`config.mk`:
```
export PLATFORM = sky130hd
export DESIGN_NAME = ndn_packet_parser_flat
export DESIGN_NICKNAME = d
export VERILOG_FILES = /design/src/rtl/ndn_packet_parser_if.sv /design/src/rtl/ndn_packet_parser.sv /design/src/flat_wrapper.sv
export SDC_FILE = /design/constraint.sdc
export NUM_CORES = 1
export LEC_CHECK = 0
export CORE_AREA = 2 2 146 148
export CTS_CLUSTER_SIZE = 20
export DETAILED_ROUTE_END_ITERATION = 12
export DIE_AREA = 0 0 148 150
export PLACE_DENSITY_LB_ADDON = 0.3
export SKIP_CTS_REPAIR_TIMING = 1
export SKIP_LAST_GASP = 1
export SYNTH_ARGS = -nofsm -noshare
export SYNTH_HDL_FRONTEND = slang
export SYNTH_SLANG_ARGS = --single-unit
```
`constraint.sdc`:
```
create_clock -name clk -period 4.5 [get_ports clk]
set_input_delay 1.35 -clock clk [delete_from_list [all_inputs] [get_ports clk]]
set_output_delay 1.35 -clock clk [all_outputs]
set_load 0.01 [all_outputs]
```
`src/rtl/ndn_packet_parser_if.sv`:
```
// NDN parser bus: SPI byte input, prefix handshake,
// payload FIFO head and status outputs.
interface ndn_packet_parser_if #(
  parameter int PREFIX_W = 64,
  parameter int LEN_W    = 6
);
  logic [7:0]          rx_byte;
  logic                rx_valid;
  logic                cs;
  logic [PREFIX_W-1:0] prefix;
  logic [LEN_W-1:0]    length;
  logic                interest_packet;
  logic                prefix_valid;
  logic                prefix_ready;
  logic [7:0]          pay_data;
  logic                pay_valid;
  logic                pay_ready;
  logic                err;
  logic [2:0]          err_code;
  logic [15:0]         pkt_count;

  modport master (
    output rx_byte, rx_valid, cs,
    output prefix_ready, pay_ready,
    input  prefix, length, interest_packet,
    input  prefix_valid, pay_data, pay_valid,
    input  err, err_code, pkt_count
  );

  modport slave (
    input  rx_byte, rx_valid, cs,
    input  prefix_ready, pay_ready,
    output prefix, length, interest_packet,
    output prefix_valid, pay_data, pay_valid,
    output err, err_code, pkt_count
  );
endinterface

```
`src/rtl/ndn_packet_parser.sv`:
```
// NDN packet framer: type, length, prefix extraction
// with a first-word-fall-through payload FIFO.
module ndn_packet_parser #(
  parameter int PREFIX_W   = 64,
  parameter int LEN_W      = 6,
  parameter int FIFO_DEPTH = 16
) (
  input logic clk,
  input logic rst,
  ndn_packet_parser_if.slave bus
);
  localparam int PB = PREFIX_W / 8;
  localparam int CW = $clog2(PB) + 1;
  localparam int AW = $clog2(FIFO_DEPTH);

  typedef enum logic [2:0] {
    IDLE, LEN, PREFIX, PAYLOAD, HOLD, DISCARD
  } state_t;

  state_t st, nxt;

  logic [PREFIX_W-1:0] sh_q, pfx_q, sh_nx;
  logic [LEN_W-1:0]    len_r, len_q, rem_q;
  logic [CW-1:0]       pcnt_q;
  logic                type_r, ip_q;
  logic                pv_q, hs_done;
  logic                err_q;
  logic [2:0]          code_q;
  logic [15:0]         pkt_q;

  logic [7:0]          mem [FIFO_DEPTH];
  logic [AW-1:0]       wr_q, rd_q;
  logic [AW:0]         cnt_q;

  logic take, pop, full, hs;
  logic err_set, push, load, done;
  logic lat_type, lat_len, shift;
  logic [2:0] err_nc;

  assign take  = bus.rx_valid && !bus.cs;
  assign pop   = bus.pay_ready && (cnt_q != '0);
  assign full  = cnt_q == (AW+1)'(FIFO_DEPTH);
  assign hs    = pv_q && bus.prefix_ready;
  assign sh_nx = PREFIX_W'({sh_q, bus.rx_byte});

  // State register
  always_ff @(posedge clk or negedge rst) begin
    if (!rst) st <= IDLE;
    else      st <= nxt;
  end

  // Next-state and per-cycle control decode
  always_comb begin
    nxt      = st;
    err_set  = 1'b0;
    err_nc   = 3'd0;
    push     = 1'b0;
    load     = 1'b0;
    done     = 1'b0;
    lat_type = 1'b0;
    lat_len  = 1'b0;
    shift    = 1'b0;
    unique case (st)
      IDLE: if (take) begin
        if (bus.rx_byte == 8'h05 ||
            bus.rx_byte == 8'h06) begin
          lat_type = 1'b1;
          nxt      = LEN;
        end else begin
          err_set = 1'b1;
          err_nc  = 3'd1;
          nxt     = DISCARD;
        end
      end
      LEN: if (take) begin
        if ((bus.rx_byte >> LEN_W) != 8'd0) begin
          err_set = 1'b1;
          err_nc  = 3'd2;
          nxt     = DISCARD;
        end else begin
          lat_len = 1'b1;
          nxt     = PREFIX;
        end
      end else if (bus.cs) begin
        err_set = 1'b1;
        err_nc  = 3'd3;
        nxt     = IDLE;
      end
      PREFIX: if (take) begin
        shift = 1'b1;
        if (pcnt_q == CW'(PB - 1)) begin
          load = 1'b1;
          nxt  = (len_r == '0) ? HOLD : PAYLOAD;
        end
      end else if (bus.cs) begin
        err_set = 1'b1;
        err_nc  = 3'd3;
        nxt     = IDLE;
      end
      PAYLOAD: if (take) begin
        if (full && !pop) begin
          err_set = 1'b1;
          err_nc  = 3'd5;
          nxt     = DISCARD;
        end else begin
          push = 1'b1;
          if (rem_q == LEN_W'(1)) nxt = HOLD;
        end
      end else if (bus.cs) begin
        err_set = 1'b1;
        err_nc  = 3'd3;
        nxt     = IDLE;
      end
      HOLD: if (hs_done || hs) begin
        done = 1'b1;
        nxt  = IDLE;
      end else if (take) begin
        err_set = 1'b1;
        err_nc  = 3'd4;
      end
      DISCARD: if (bus.cs) nxt = IDLE;
      default: nxt = IDLE;
    endcase
  end

  // Frame header, prefix capture and handshake tracking
  always_ff @(posedge clk or negedge rst) begin
    if (!rst) begin
      sh_q    <= '0;
      pfx_q   <= '0;
      len_r   <= '0;
      len_q   <= '0;
      rem_q   <= '0;
      pcnt_q  <= '0;
      type_r  <= 1'b0;
      ip_q    <= 1'b0;
      pv_q    <= 1'b0;
      hs_done <= 1'b0;
      err_q   <= 1'b0;
      code_q  <= 3'd0;
      pkt_q   <= 16'd0;
    end else begin
      err_q <= err_set;
      if (err_set) code_q <= err_nc;
      if (lat_type) type_r <= bus.rx_byte == 8'h05;
      if (lat_len) begin
        len_r  <= bus.rx_byte[LEN_W-1:0];
        rem_q  <= bus.rx_byte[LEN_W-1:0];
        pcnt_q <= '0;
      end
      if (shift) begin
        sh_q   <= sh_nx;
        pcnt_q <= pcnt_q + CW'(1);
      end
      if (push) rem_q <= rem_q - LEN_W'(1);
      if (load) begin
        pfx_q   <= sh_nx;
        len_q   <= len_r;
        ip_q    <= type_r;
        pv_q    <= 1'b1;
        hs_done <= 1'b0;
      end else if (hs) begin
        pv_q    <= 1'b0;
        hs_done <= 1'b1;
      end
      if (done) pkt_q <= pkt_q + 16'd1;
    end
  end

  // Payload FIFO pointers and occupancy
  always_ff @(posedge clk or negedge rst) begin
    if (!rst) begin
      wr_q  <= '0;
      rd_q  <= '0;
      cnt_q <= '0;
    end else begin
      if (push) wr_q <= wr_q + AW'(1);
      if (pop)  rd_q <= rd_q + AW'(1);
      unique case ({push, pop})
        2'b10:   cnt_q <= cnt_q + (AW+1)'(1);
        2'b01:   cnt_q <= cnt_q - (AW+1)'(1);
        default: cnt_q <= cnt_q;
      endcase
    end
  end

  // Payload storage
  always_ff @(posedge clk) begin
    if (push) mem[wr_q] <= bus.rx_byte;
  end

  assign bus.prefix          = pfx_q;
  assign bus.length          = len_q;
  assign bus.interest_packet = ip_q;
  assign bus.prefix_valid    = pv_q;
  assign bus.pay_valid       = cnt_q != '0;
  assign bus.pay_data        = bus.pay_valid ? mem[rd_q] : 8'h00;
  assign bus.err             = err_q;
  assign bus.err_code        = code_q;
  assign bus.pkt_count       = pkt_q;
endmodule

```
`src/flat_wrapper.sv`:
```
// flat-port wrapper written by rule: the top's interface ports become plain ports
module ndn_packet_parser_flat 
#(
  parameter int PREFIX_W   = 64,
  parameter int LEN_W      = 6,
  parameter int FIFO_DEPTH = 16
)
  (clk, rst, bus_rx_byte, bus_rx_valid, bus_cs, bus_prefix_ready, bus_pay_ready, bus_prefix, bus_length, bus_interest_packet, bus_prefix_valid, bus_pay_data, bus_pay_valid, bus_err, bus_err_code, bus_pkt_count);
  ndn_packet_parser_if #(.PREFIX_W(PREFIX_W), .LEN_W(LEN_W)) bus_i ();
  input logic clk;
  input logic rst;
  input wire logic [$bits(bus_i.rx_byte)-1:0] bus_rx_byte;
  input wire logic [$bits(bus_i.rx_valid)-1:0] bus_rx_valid;
  input wire logic [$bits(bus_i.cs)-1:0] bus_cs;
  input wire logic [$bits(bus_i.prefix_ready)-1:0] bus_prefix_ready;
  input wire logic [$bits(bus_i.pay_ready)-1:0] bus_pay_ready;
  output wire logic [$bits(bus_i.prefix)-1:0] bus_prefix;
  output wire logic [$bits(bus_i.length)-1:0] bus_length;
  output wire logic [$bits(bus_i.interest_packet)-1:0] bus_interest_packet;
  output wire logic [$bits(bus_i.prefix_valid)-1:0] bus_prefix_valid;
  output wire logic [$bits(bus_i.pay_data)-1:0] bus_pay_data;
  output wire logic [$bits(bus_i.pay_valid)-1:0] bus_pay_valid;
  output wire logic [$bits(bus_i.err)-1:0] bus_err;
  output wire logic [$bits(bus_i.err_code)-1:0] bus_err_code;
  output wire logic [$bits(bus_i.pkt_count)-1:0] bus_pkt_count;
  assign bus_i.rx_byte = bus_rx_byte;
  assign bus_i.rx_valid = bus_rx_valid;
  assign bus_i.cs = bus_cs;
  assign bus_i.prefix_ready = bus_prefix_ready;
  assign bus_i.pay_ready = bus_pay_ready;
  assign bus_prefix = bus_i.prefix;
  assign bus_length = bus_i.length;
  assign bus_interest_packet = bus_i.interest_packet;
  assign bus_prefix_valid = bus_i.prefix_valid;
  assign bus_pay_data = bus_i.pay_data;
  assign bus_pay_valid = bus_i.pay_valid;
  assign bus_err = bus_i.err;
  assign bus_err_code = bus_i.err_code;
  assign bus_pkt_count = bus_i.pkt_count;
  ndn_packet_parser #(.PREFIX_W(PREFIX_W), .LEN_W(LEN_W), .FIFO_DEPTH(FIFO_DEPTH)) u_core (.clk(clk), .rst(rst), .bus(bus_i));
endmodule
```
### Word level (Yosys, flattened, before mapping)

Memory sizes are Yosys's and may differ from the RTL's.
Cells that the tools add are included.

| operators by class | value |
|---|---|
| bitwise gates (word level) | 0 |
| order comparisons | 0 |
| reductions and logical operators | 17 |
| add/sub/neg operators | 7 |
| equal/unequal tests | 16 |
| mux-type cells | 62 |
| shift-type cells | 0 |
| divide/modulo/power cells | 0 |
| multiply operators | 0 |

Operators with widths:

| kind | number |
|---|---|
| 3-bit two-way mux | 19 |
| 1-bit two-way mux | 32 |
| 3-bit one-hot mux with 6 select lines | 1 |
| 16-bit by 1-bit adder with 16-bit output (second input constant) | 1 |
| 8-bit by 3-bit equality test with 1-bit output (second input constant) | 2 |
| 3-bit one-hot mux with 5 select lines | 1 |
| 4-bit by 1-bit adder with 4-bit output (second input constant) | 3 |
| 6-bit two-way mux | 2 |
| 5-bit one-hot mux with 2 select lines | 1 |
| 4-bit two-way mux | 2 |
| 8-bit two-way mux | 1 |
| 2-bit nonzero test | 4 |
| 8-bit nonzero test | 1 |
| 3-bit by 2-bit equality test with 1-bit output (second input constant) | 2 |
| 3-bit equality test (second input constant) | 2 |
| 6-bit by 1-bit equality test with 1-bit output (second input constant) | 1 |
| 6-bit zero test | 1 |
| 6-bit by 1-bit subtractor with 6-bit output (second input constant) | 1 |
| 5-bit by 1-bit adder with 5-bit output (second input constant) | 1 |
| 5-bit equality test (second input constant) | 1 |
| 1-bit one-hot mux with 5 select lines | 1 |
| 5-bit nonzero test | 1 |
| 5-bit by 1-bit subtractor with 5-bit output (second input constant) | 1 |
| 4-bit by 3-bit equality test with 1-bit output (second input constant) | 1 |
| other kinds (12) | 19 |

| storage, ports and cells | value |
|---|---|
| bits of input ports | 14 |
| bits in writable memories | 128 |
| bits in latches | 0 |
| word-level logic and storage cells | 120 |
| output and inout bits | 101 |
| memory bits (read-only) | 0 |
| memories kept | 1 |
| bits in registers | 182 |

Memories:

| memory | depth | bits a word | read ports | clocked after Yosys merged registers in | write ports | line | RTL |
|---|---|---|---|---|---|---|---|
| u_core.mem | 16 | 8 | 1 | 0 | 1 | ndn_packet_parser.sv:31 | `logic [7:0] mem [FIFO_DEPTH];` |

### Depth between registers and ports, before layout

Gate-level depths: netlist (run 1).

| logic depth | value |
|---|---|
| depth in word-level cells | 9 |
| gate-level depth with buffers | 14 |

### Least setup slack after synthesis (run 1)

Ideal clock, no wire load.

| timing | value |
|---|---|
| path kind | input to register |
| from | input port bus_cs |
| to | register u_core.cnt_q[4] |
| stages | 13 |
| data arrival time | 3.365 ns |
| data required time | 4.421 ns |
| path slack | 1.056 ns |
| buffers on the path | 2 |
| library setup time | 0.079 ns |
| path through | clkbuf_1 > nor2b_1 > o211a_4 > inv_2 > ha_1 > clkbuf_1 > xor2_1 > ha_1 > a21o_1 > nand2_1 > a21o_1 > a31oi_1 > xor2_1 |

| between the ends | value |
|---|---|
| cells in the longest elaborated chain, start to end | 6 |

RTL lines:

| item | line | RTL |
|---|---|---|
| from (decl) | flat_wrapper.sv:14 | `input wire logic [$bits(bus_i.cs)-1:0] bus_cs;` |
| 1-bit zero test * | ndn_packet_parser.sv:40 | `assign take = bus.rx_valid && !bus.cs;` |
| 1-bit logical AND * | ndn_packet_parser.sv:40 |  |
| 1-bit two-way mux * | ndn_packet_parser.sv:100 | `PAYLOAD: if (take) begin` |
| 1-bit two-way mux * | ndn_packet_parser.sv:63 | `unique case (st)` |
| 2-bit by 1-bit equality test with 1-bit output / 2-bit equality test (equally long branches) | ndn_packet_parser.sv:179 | `unique case ({push, pop})` |
| 5-bit one-hot mux with 2 select lines / 2-bit nonzero test (equally long branches) | - |  |
| to (signal assigned) | ndn_packet_parser.sv:180 | `2'b10: cnt_q <= cnt_q + (AW+1)'(1);` |
| to (signal assigned) | ndn_packet_parser.sv:181 | `2'b01: cnt_q <= cnt_q - (AW+1)'(1);` |
| to (signal assigned) | ndn_packet_parser.sv:182 | `default: cnt_q <= cnt_q;` |
| to (decl) | ndn_packet_parser.sv:33 | `logic [AW:0] cnt_q;` |

Every way passes the cells marked *; elsewhere a longest branch is shown, timed or not.
A chain may end at the register's enable or synchronous reset.

### Worst setup path in the final report (run 1)

| timing | value |
|---|---|
| from | register u_core.rd_q[0] |
| to | output port bus_pay_data[0] |

| between the ends | value |
|---|---|
| cells in the longest elaborated chain, start to end | 2 |

RTL lines:

| item | line | RTL |
|---|---|---|
| from (decl) | ndn_packet_parser.sv:32 | `logic [AW-1:0] wr_q, rd_q;` |
| from (signal assigned) | ndn_packet_parser.sv:178 | `if (pop) rd_q <= rd_q + AW'(1);` |
| memory read 16 x 8 bit | - |  |
| 8-bit two-way mux | ndn_packet_parser.sv:197 | `assign bus.pay_data = bus.pay_valid ? mem[rd_q] : 8'h00;` |
| to (decl) | flat_wrapper.sv:21 | `output wire logic [$bits(bus_i.pay_data)-1:0] bus_pay_data;` |

No other way between the ends.

==> results of run 1 <==
final cells by class:
class / count / area (sq um)
clock buffers: 43 / 861
multi-input cells: 535 / 3990
flip-flops and latches: 310 / 8400
inverters: 15 / 56.3
clock inverters: 13 / 154
fillers: 1300 / 5550
repair buffers: 133 / 1340
well taps: 275 / 344
state kept, by name, indices dropped and copies added (netlist names), 3 cells and up:
register / count
u_core.len_r: 6
u_core.cnt_q: 5
u_core.rem_q: 6
u_core.bus.length: 6
u_core.bus.err_code: 3
u_core.mem: 128
u_core.pcnt_q: 4
u_core.rd_q: 4
u_core.bus.pkt_count: 16
u_core.bus.prefix: 64
u_core.sh_q: 56
u_core.st: 3
u_core.wr_q: 4
power groups by stage:
stage	Clock (mW)	Combinational [mW]	Sequential [mW]
floorplan	0	1.06	3.27
global placement	0	1.48	3.36
detailed placement	0	1.51	3.37
CTS	2.58	1.53	3.31
global route	2.69	1.66	3.34
finish	2.54	1.51	3.31
cell families after synthesis:
family / Yosys count / share of synthesized area
simple gates: 322 / 0.115
flops: 310 / 0.665
fa+ha+maj: 12 / 0.0119
compound gates: 57 / 0.0309
buf+inv: 58 / 0.0193
mux: 115 / 0.138
xor+xnor: 29 / 0.0201
metrics by stage:
stage / power (mW) / area, sq um / std cells / setup WS (ns)
floorplan: 4.33 / 12600 / 903 / 1.06
global placement: 4.84 / 14100 / 1268 / 0.540
detailed placement: 4.88 / 14100 / 1268 / 0.460
CTS: 7.42 / 15100 / 1324 / 0.150
global route: 7.69 / 15100 / 1324 / 0.0916
finish: 7.37 / 15100 / 1324 / 0.185
critical path: cells and delay by family (launching register included):
| kind | cells | cell delay (ns) |
|---|---|---|
| buffers and inverters | 2 | 0.74 |
| DFF | 1 | 0.37 |
| muxes | 2 | 1.11 |
| and+or+nand+nor | 1 | 0.18 |
placed cells by master (no fill, tap or decap), types with 4 or more instances in the layout:
cell             synthesis  final
clkbuf_1                24      8
and3_1                   8      7
a31oi_1                  4      4
a21oi_1                  5      5
nand3_1                 11     11
nand4_1                  8      8
dfrtp_1                182    181
ha_1                    12     12
and2b_1                  8      8
mux2_1                   6      6
clkbuf_16                0     31
inv_1                   14     14
edfxtp_1               128    128
buf_12                   0      4
nor2_1                  27     27
clkdlybuf4s50_1          0    113
nand2_1                209    209
o21ai_0                 16     16
xor2_1                  10     10
nor3_1                   7      7
nor2b_1                  4      4
clkbuf_8                 0      5
o211ai_1                 5      5
a21o_1                   6      6
mux2_2                  67     67
buf_4                    0     15
nand2b_1                 5      5
mux4_2                  40     40
xnor2_1                 19     19
and2_1                  13     13
clkinvlp_4               0      5
path summary, 6_finish.rpt:
path	to	slack, ns	cells after the start
worst max-delay path	bus_pay_data[0]	0.19	5
worst min-delay path	u_core.bus.pkt_count[15]	0.47	1
worst max register to register	u_core.cnt_q[4]	1.39	11
worst min register to register	u_core.bus.pkt_count[15]	0.47	1
max in group asynchronous	u_core.bus.prefix[1]	2.74	2
min in group asynchronous	u_core.cnt_q[2]	0.85	1
routing by layer:
layer	wire, microns	up-vias
li1	-	3457
met1	11200	3919
met2	12900	274
met3	2050	44
met4	643	0
met5	0	-
==> run summary, run 1 <==
status: finished clean
Final ANT Viol Nets: 0
fin util: 0.732
clock buffer depth: 3
largest fanout on the critical path: 35
Power per Cell Area: 487 mW/mm^2
FFs w/ async S/R, synth: 0.587
Worst path max stage delay: 0.59 ns
switching portion of total power: 0.262
Top FF cell, synth: dfrtp_1
crit share post-route: 0.959
syn_nets: 929
sequential cell area fraction in the yosys report: 0.665
initial antenna violation count: 0
routed len/inst: 20.2 microns
Post-DP HPWL: 16400 microns
met3 Use GR: 0.0595
met2 usage: 0.395
Final Hold Slack: 0.466 ns
Initial Util: 0.611
VDD IR-drop max: 0.355 mV
synth top area cells: dfrtp_1, edfxtp_1, mux4_2
Yosys top cell area share: 0.361
drt initial violations: 448
met1 Usage GRT: 0.351
crit start category: flip-flop
slowest stage cell, crit path: mux4_2
GR Util All Layers: 0.248
first-pass GRT wire length: 42900 microns
minimum clock period: 4.31 ns
most used cell along the critical path: mux4_2
clock latency at the later pin of the worst-skew pair: 0.55 ns
worst min path class: flip-flop to flip-flop
via count: 7694
Setup TNS Final: 0 ns
Syn Inst Count: 903
Psw: 1.93 mW
Root Driver: clkbuf_16
Ports: 115
IO buf count: 114
Critical Path Source: u_core.rd_q[0]
grt ovf: 0
CTS tree: yes
Max Cap Viol: 0
Area Growth Syn to Fin: 19.9%
Routed WL: 26700 microns
Max H-tree Level: 1
count of final hold-check violations: 0
RSZ-0062 raised after global routing: no
Comb pwr share: 0.205
max-slew violation count: 0
Worst Tran Pin Value: 0.778 ns
Final #Nets: 1051
num rows: 53
Via density: 5.81
clk sinks: 310
Slew HR: 0.481
Chip Height: 150 microns
Yosys top cell by area: dfrtp_1
CP Class: flip-flop to output pin
Leakage: 6.44 nW
number of global-route vias before repair: 7751
CORE AREA: 0.0207 sq mm
Final setup viols: 0
Synth Area per Inst: 14.0 sq um
YS warnings: 0
Synth Register Bits: 310
die area: 0.0222 sq mm
Die X: 148 microns
share of post-route cells with drive strength above 1: 0.178
EDFF count, synth: 128
clock buffers created by TritonCTS: 30
Critical R2R Launch: u_core.cnt_q[1]
placer's final routability congestion estimate: 0.814
synth unique cells: 58
gr busiest metal: met2
count leader, synth: nand2_1
fmax: 232 MHz
ANT cells: 0
hold path start: u_core.bus.pkt_count[15]
CP required: 3.15 ns
Pre-antenna DRT Iters: 4
Worst EP arrival: 2.96 ns
crit end category: output pin
largest net degree at the start of global routing: 94
DRC errors left: 0
Worst-path clk slew: 0.07 ns
Clock power frac: 0.345
most frequent cells after synthesis: nand2_1, dfrtp_1, edfxtp_1
Setup Skew: 0.0177 ns
Critical Path, Cell by Cell: buf_12 -> mux4_2 -> mux4_2 -> and2b_1 -> clkdlybuf4s50_1
register share of total power: 0.450
Synth Cell Area: 0.0126 sq mm
internal power: 5.44 mW
Note: power is estimated with default switching activity, not from simulation.
==> run 2, diff against run 1 <==
- CORE_AREA: 2 2 146 148 -> 2 2 196 198
- DIE_AREA: 0 0 148 150 -> 0 0 198 200
==> run 2 against run 1 <==
Effect of this change:
- flip-flop and latch count is the same
- critical path depth is the same
- via count shrank 3.0%
- fmax grew 0.79%
- clock skew grew 0.0073 ns
- combinational power is essentially flat
- cell count grew 19%
- critical path type unchanged
- critical endpoint is now bus_pay_data[5]
- largest cell class unchanged
==> run summary, run 2 (synthesis gave the netlist of run 1 again) <==
status: finished clean
Final Cell Area: 0.0157 sq mm
area occupied by multi-input gates: 0.00399 sq mm
Comb pwr share: 0.197
DP Worst Slack: 0.508 ns
Power per Cell Area: 489 mW/mm^2
Ports: 115
first-pass GRT wire length: 45400 microns
Worst EP arrival: 2.93 ns
Max Cap Viol: 0
Setup TNS Final: 0 ns
clock buffers created by TritonCTS: 36
fillers: 3427
internal power: 5.58 mW
CORE AREA: 0.0374 sq mm
fmax: 234 MHz
Placed Area: 0.0145 sq mm
RSZ-0062 raised after global routing: no
placer's final routability congestion estimate: 0.750
Root Driver: clkbuf_16
Initial Util: 0.338
PnR Total Power: 7.66 mW
Worst path max stage delay: 0.59 ns
grt ovf: 0
CTS tree: yes
worst min path class: flip-flop to flip-flop
most frequent cells in the layout: nand2_1, dfrtp_1, edfxtp_1
clock buffer depth: 3
Slew HR: 0.532
Final setup viols: 0
VDD IR-drop max: 0.290 mV
number of global-route vias before repair: 7822
CP Depth: 5
max-slew violation count: 0
switching portion of total power: 0.272
Via density: 4.72
crit end category: output pin
Chip Height: 200 microns
Psw: 2.09 mW
die area: 0.0396 sq mm
WP buf/inv: 2
minimum clock period: 4.28 ns
Worst-path clk slew: 0.06 ns
via count: 7465
Critical Path, Cell by Cell: buf_12 -> mux4_2 -> mux4_2 -> and2b_1 -> clkdlybuf4s50_1
Storage cell area: 0.00840 sq mm
CP required: 3.15 ns
Hold Path Stages: 1
slowest stage cell, crit path: mux4_2
Area Growth Syn to Fin: 24.2%
max reg flops: 128
CP Class: flip-flop to output pin
share of post-route cells with drive strength above 1: 0.193
most used cell along the critical path: mux4_2
Clock power frac: 0.370
num rows: 71
Routed WL: 28800 microns
Worst Reg-to-Reg Cells: 11
Crit path max-delay family: multiplexers
clock latency at the later pin of the worst-skew pair: 0.56 ns
largest fanout on the critical path: 35
Die X: 198 microns
most common cell after layout, fill and taps aside: nand2_1
met2 usage: 0.244
Final ANT Viol Nets: 0
Largest Register: u_core.mem
GR Util All Layers: 0.151
largest net degree at the start of global routing: 79
initial antenna violation count: 0
Final #Nets: 1069
Max H-tree Level: 2
met3 Use GR: 0.0509
Pre-antenna DRT Iters: 5
drt initial violations: 467
gr busiest metal: met2
register share of total power: 0.433
met1 Usage GRT: 0.196
crit share post-route: 0.951
Setup WS post-layout: 0.219 ns
Setup Skew: 0.0250 ns
routed len/inst: 18.2 microns
crit start category: flip-flop
Leakage: 6.58 nW
ANT cells: 0
DRC errors left: 0
Worst Tran Pin Value: 0.702 ns
Post-DP HPWL: 18300 microns
IO buf count: 114
clk sinks: 310
count of final hold-check violations: 0
==> run 2: through the flow <==
step | hold WS (ns) | utilization | std cells
6_report | 0.467 | 0.419 | 1581
3_5_place_dp | 0.465 | 0.389 | 1516
5_1_grt | 0.496 | 0.419 | 1581
2_1_floorplan | 0.440 | - | 903
4_1_cts | 0.473 | 0.419 | 1581
3_3_place_gp | 0.461 | 0.389 | 1516
==> run 2: final timing paths <==
path / startpoint / end / slack, ns
min in group asynchronous: rst / u_core.sh_q[48] / 0.77
max: u_core.rd_q[0] / bus_pay_data[5] / 0.22
max reg2reg: u_core.cnt_q[1] / u_core.cnt_q[4] / 1.48
min: u_core.bus.pkt_count[15] / u_core.bus.pkt_count[15] / 0.47
max in group asynchronous: rst / u_core.bus.prefix[19] / 2.65
min reg2reg: u_core.bus.pkt_count[15] / u_core.bus.pkt_count[15] / 0.47
==> run 2: power groups by stage <==
| stage | combinational, mW | sequential, mW | clock, mW |
|---|---|---|---|
| after global placement | 1.52 | 3.37 | 0 |
| after detailed placement | 1.53 | 3.37 | 0 |
| final | 1.51 | 3.32 | 2.84 |
| after CTS | 1.54 | 3.32 | 2.93 |
| after floorplan | 1.06 | 3.27 | 0 |
| after global routing | 1.65 | 3.35 | 3.03 |
==> run 2: layout make-up <==
type	instances	share of cell area
clock buffers	45	0.0609
flip-flops and latches	310	0.536
repair buffers	145	0.0926
well taps	511	0.0408
inverters	15	0.00359
multi-input cells	535	0.254
clock inverters	20	0.0121
==> run 2: per-layer routing <==
layer / part of all wire / wire length, microns
met5: 0 / 0
met4: 0.018 / 512
met3: 0.070 / 2030
met2: 0.47 / 13700
met1: 0.44 / 12600
==> run 3, diff against run 2 <==
- clock period: 4.5 -> 4.6 ns (I/O delays scaled with it)
==> run 3 against run 2 <==
Effect of this change:
- critical path depth stayed put
- clock skew shrank 0.018 ns
- sequential power fell by 2%
- clock power grew 11%
- combinational power barely moved
- count of clock-buffer cells in the layout is 1 higher
- flip-flop and latch count stayed put
- via count decreased by 0.21%
- design area is 0.43% higher
- cell count is 0.51% lower
- wire length increased by 1.6%
- die area unchanged
- critical path type unchanged
==> run summary, run 3 (synthesis gave the netlist of run 1 again) <==
status: finished clean
GR Util All Layers: 0.154
VDD IR-drop max: 0.255 mV
die area: 0.0396 sq mm
fillers: 3461
CORE AREA: 0.0374 sq mm
minimum clock period: 4.27 ns
worst min path class: flip-flop to flip-flop
Setup WS post-layout: 0.330 ns
Worst Tran Pin Value: 0.861 ns
ANT cells: 0
Via density: 4.74
Initial Util: 0.338
Worst EP arrival: 2.89 ns
Critical Path Source: u_core.rd_q[0]
Slew HR: 0.421
CP required: 3.22 ns
Final #Nets: 1062
Die X: 198 microns
Worst-path clk slew: 0.06 ns
most common cell after layout, fill and taps aside: nand2_1
r2r setup slk: 1.54 ns
Pre-antenna DRT Iters: 4
number of global-route vias before repair: 7751
most frequent cells in the layout: nand2_1, dfrtp_1, edfxtp_1
RSZ-0062 raised after global routing: no
clk sinks: 310
Largest Register: u_core.mem
clock latency at the later pin of the worst-skew pair: 0.54 ns
DP Worst Slack: 0.487 ns
Ports: 115
Leakage: 6.61 nW
DRC errors left: 0
Area Growth Syn to Fin: 24.7%
Post-DP HPWL: 18600 microns
Worst Reg-to-Reg Cells: 11
CTS tree: yes
max reg flops: 128
Routed WL: 29300 microns
Max H-tree Level: 2
crit share post-route: 0.928
Final setup viols: 0
Critical R2R Launch: u_core.cnt_q[1]
Setup Skew: 0.00727 ns
crit start category: flip-flop
routed len/inst: 18.6 microns
max-slew violation count: 0
drt initial violations: 428
grt ovf: 0
initial antenna violation count: 1
Final ANT Viol Nets: 0
fin util: 0.421
num rows: 71
clock buffers created by TritonCTS: 37
Root Driver: clkbuf_16
Setup crit end: bus_pay_data[5]
CP Class: flip-flop to output pin
reg-to-reg endpoint: u_core.cnt_q[4]
placer's final routability congestion estimate: 0.753
share of post-route cells with drive strength above 1: 0.188
Storage cell area: 0.00840 sq mm
clock buffer depth: 3
Power per Cell Area: 502 mW/mm^2
crit end category: output pin
IO buf count: 114
fmax: 234 MHz
Max Cap Viol: 0
area occupied by multi-input gates: 0.00399 sq mm
Chip Height: 200 microns
first-pass GRT wire length: 46000 microns
largest fanout on the critical path: 21
via count: 7449
count of final hold-check violations: 0
largest net degree at the start of global routing: 98
[run 3: worst min-delay path by stage]
stage                                        start                  endpoint  cells past startpoint
final                              u_core.sh_q[53]           u_core.sh_q[53]                      2
after global routing      u_core.bus.pkt_count[15]  u_core.bus.pkt_count[15]                      1
after CTS                          u_core.sh_q[51]           u_core.sh_q[51]                      2
after detailed placement           u_core.sh_q[51]           u_core.sh_q[51]                      2
after global placement             u_core.sh_q[53]           u_core.sh_q[53]                      2
after floorplan                    u_core.sh_q[48]           u_core.sh_q[48]                      2
[run 3: worst max-delay path, cell delays in order (launching register included)]
cell	delay [ns]
dfrtp_4	0.46
buf_12	0.22
mux4_2	0.54
mux4_2	0.48
and2b_1	0.17
clkdlybuf4s50_1	0.47
[run 3: power breakdown]
part	switching, mW	total [mW]	internal [mW]	leakage [nW]
registers	0.233	3.26	3.03	3.63
logic	0.640	1.48	0.841	2.35
clock network	1.16	3.16	2.00	0.635
[run 3: cell type report]
type / instances / share of cell area
Sequential cell: 310 / 0.533
Multi-Input combinational cell: 535 / 0.253
Timing Repair Buffer: 137 / 0.0860
Clock buffer: 46 / 0.0636
Tap cell: 511 / 0.0406
Clock inverter: 19 / 0.0194
Inverter: 15 / 0.00357
[run 3: routing by layer]
layer | track usage | wire (microns)
met3 | 0.0487 | 2070
met4 | 0.0426 | 529
met2 | 0.246 | 13800
met5 | 0 | 0
met1 | 0.204 | 12900
[run 3: through the flow]
step / power [mW] / TNS (ns) / hold WS, ns / std cells / instance area, sq um
5_1_grt: 8.27 / 0 / 0.492 / 1573 / 15800
3_3_place_gp: 4.78 / 0 / 0.462 / 1507 / 14400
4_1_cts: 7.98 / -0.0520 / 0.471 / 1572 / 15700
3_5_place_dp: 4.79 / 0 / 0.457 / 1507 / 14400
6_report: 7.90 / 0 / 0.467 / 1573 / 15800
2_1_floorplan: 4.23 / 0 / 0.440 / 903 / 12600
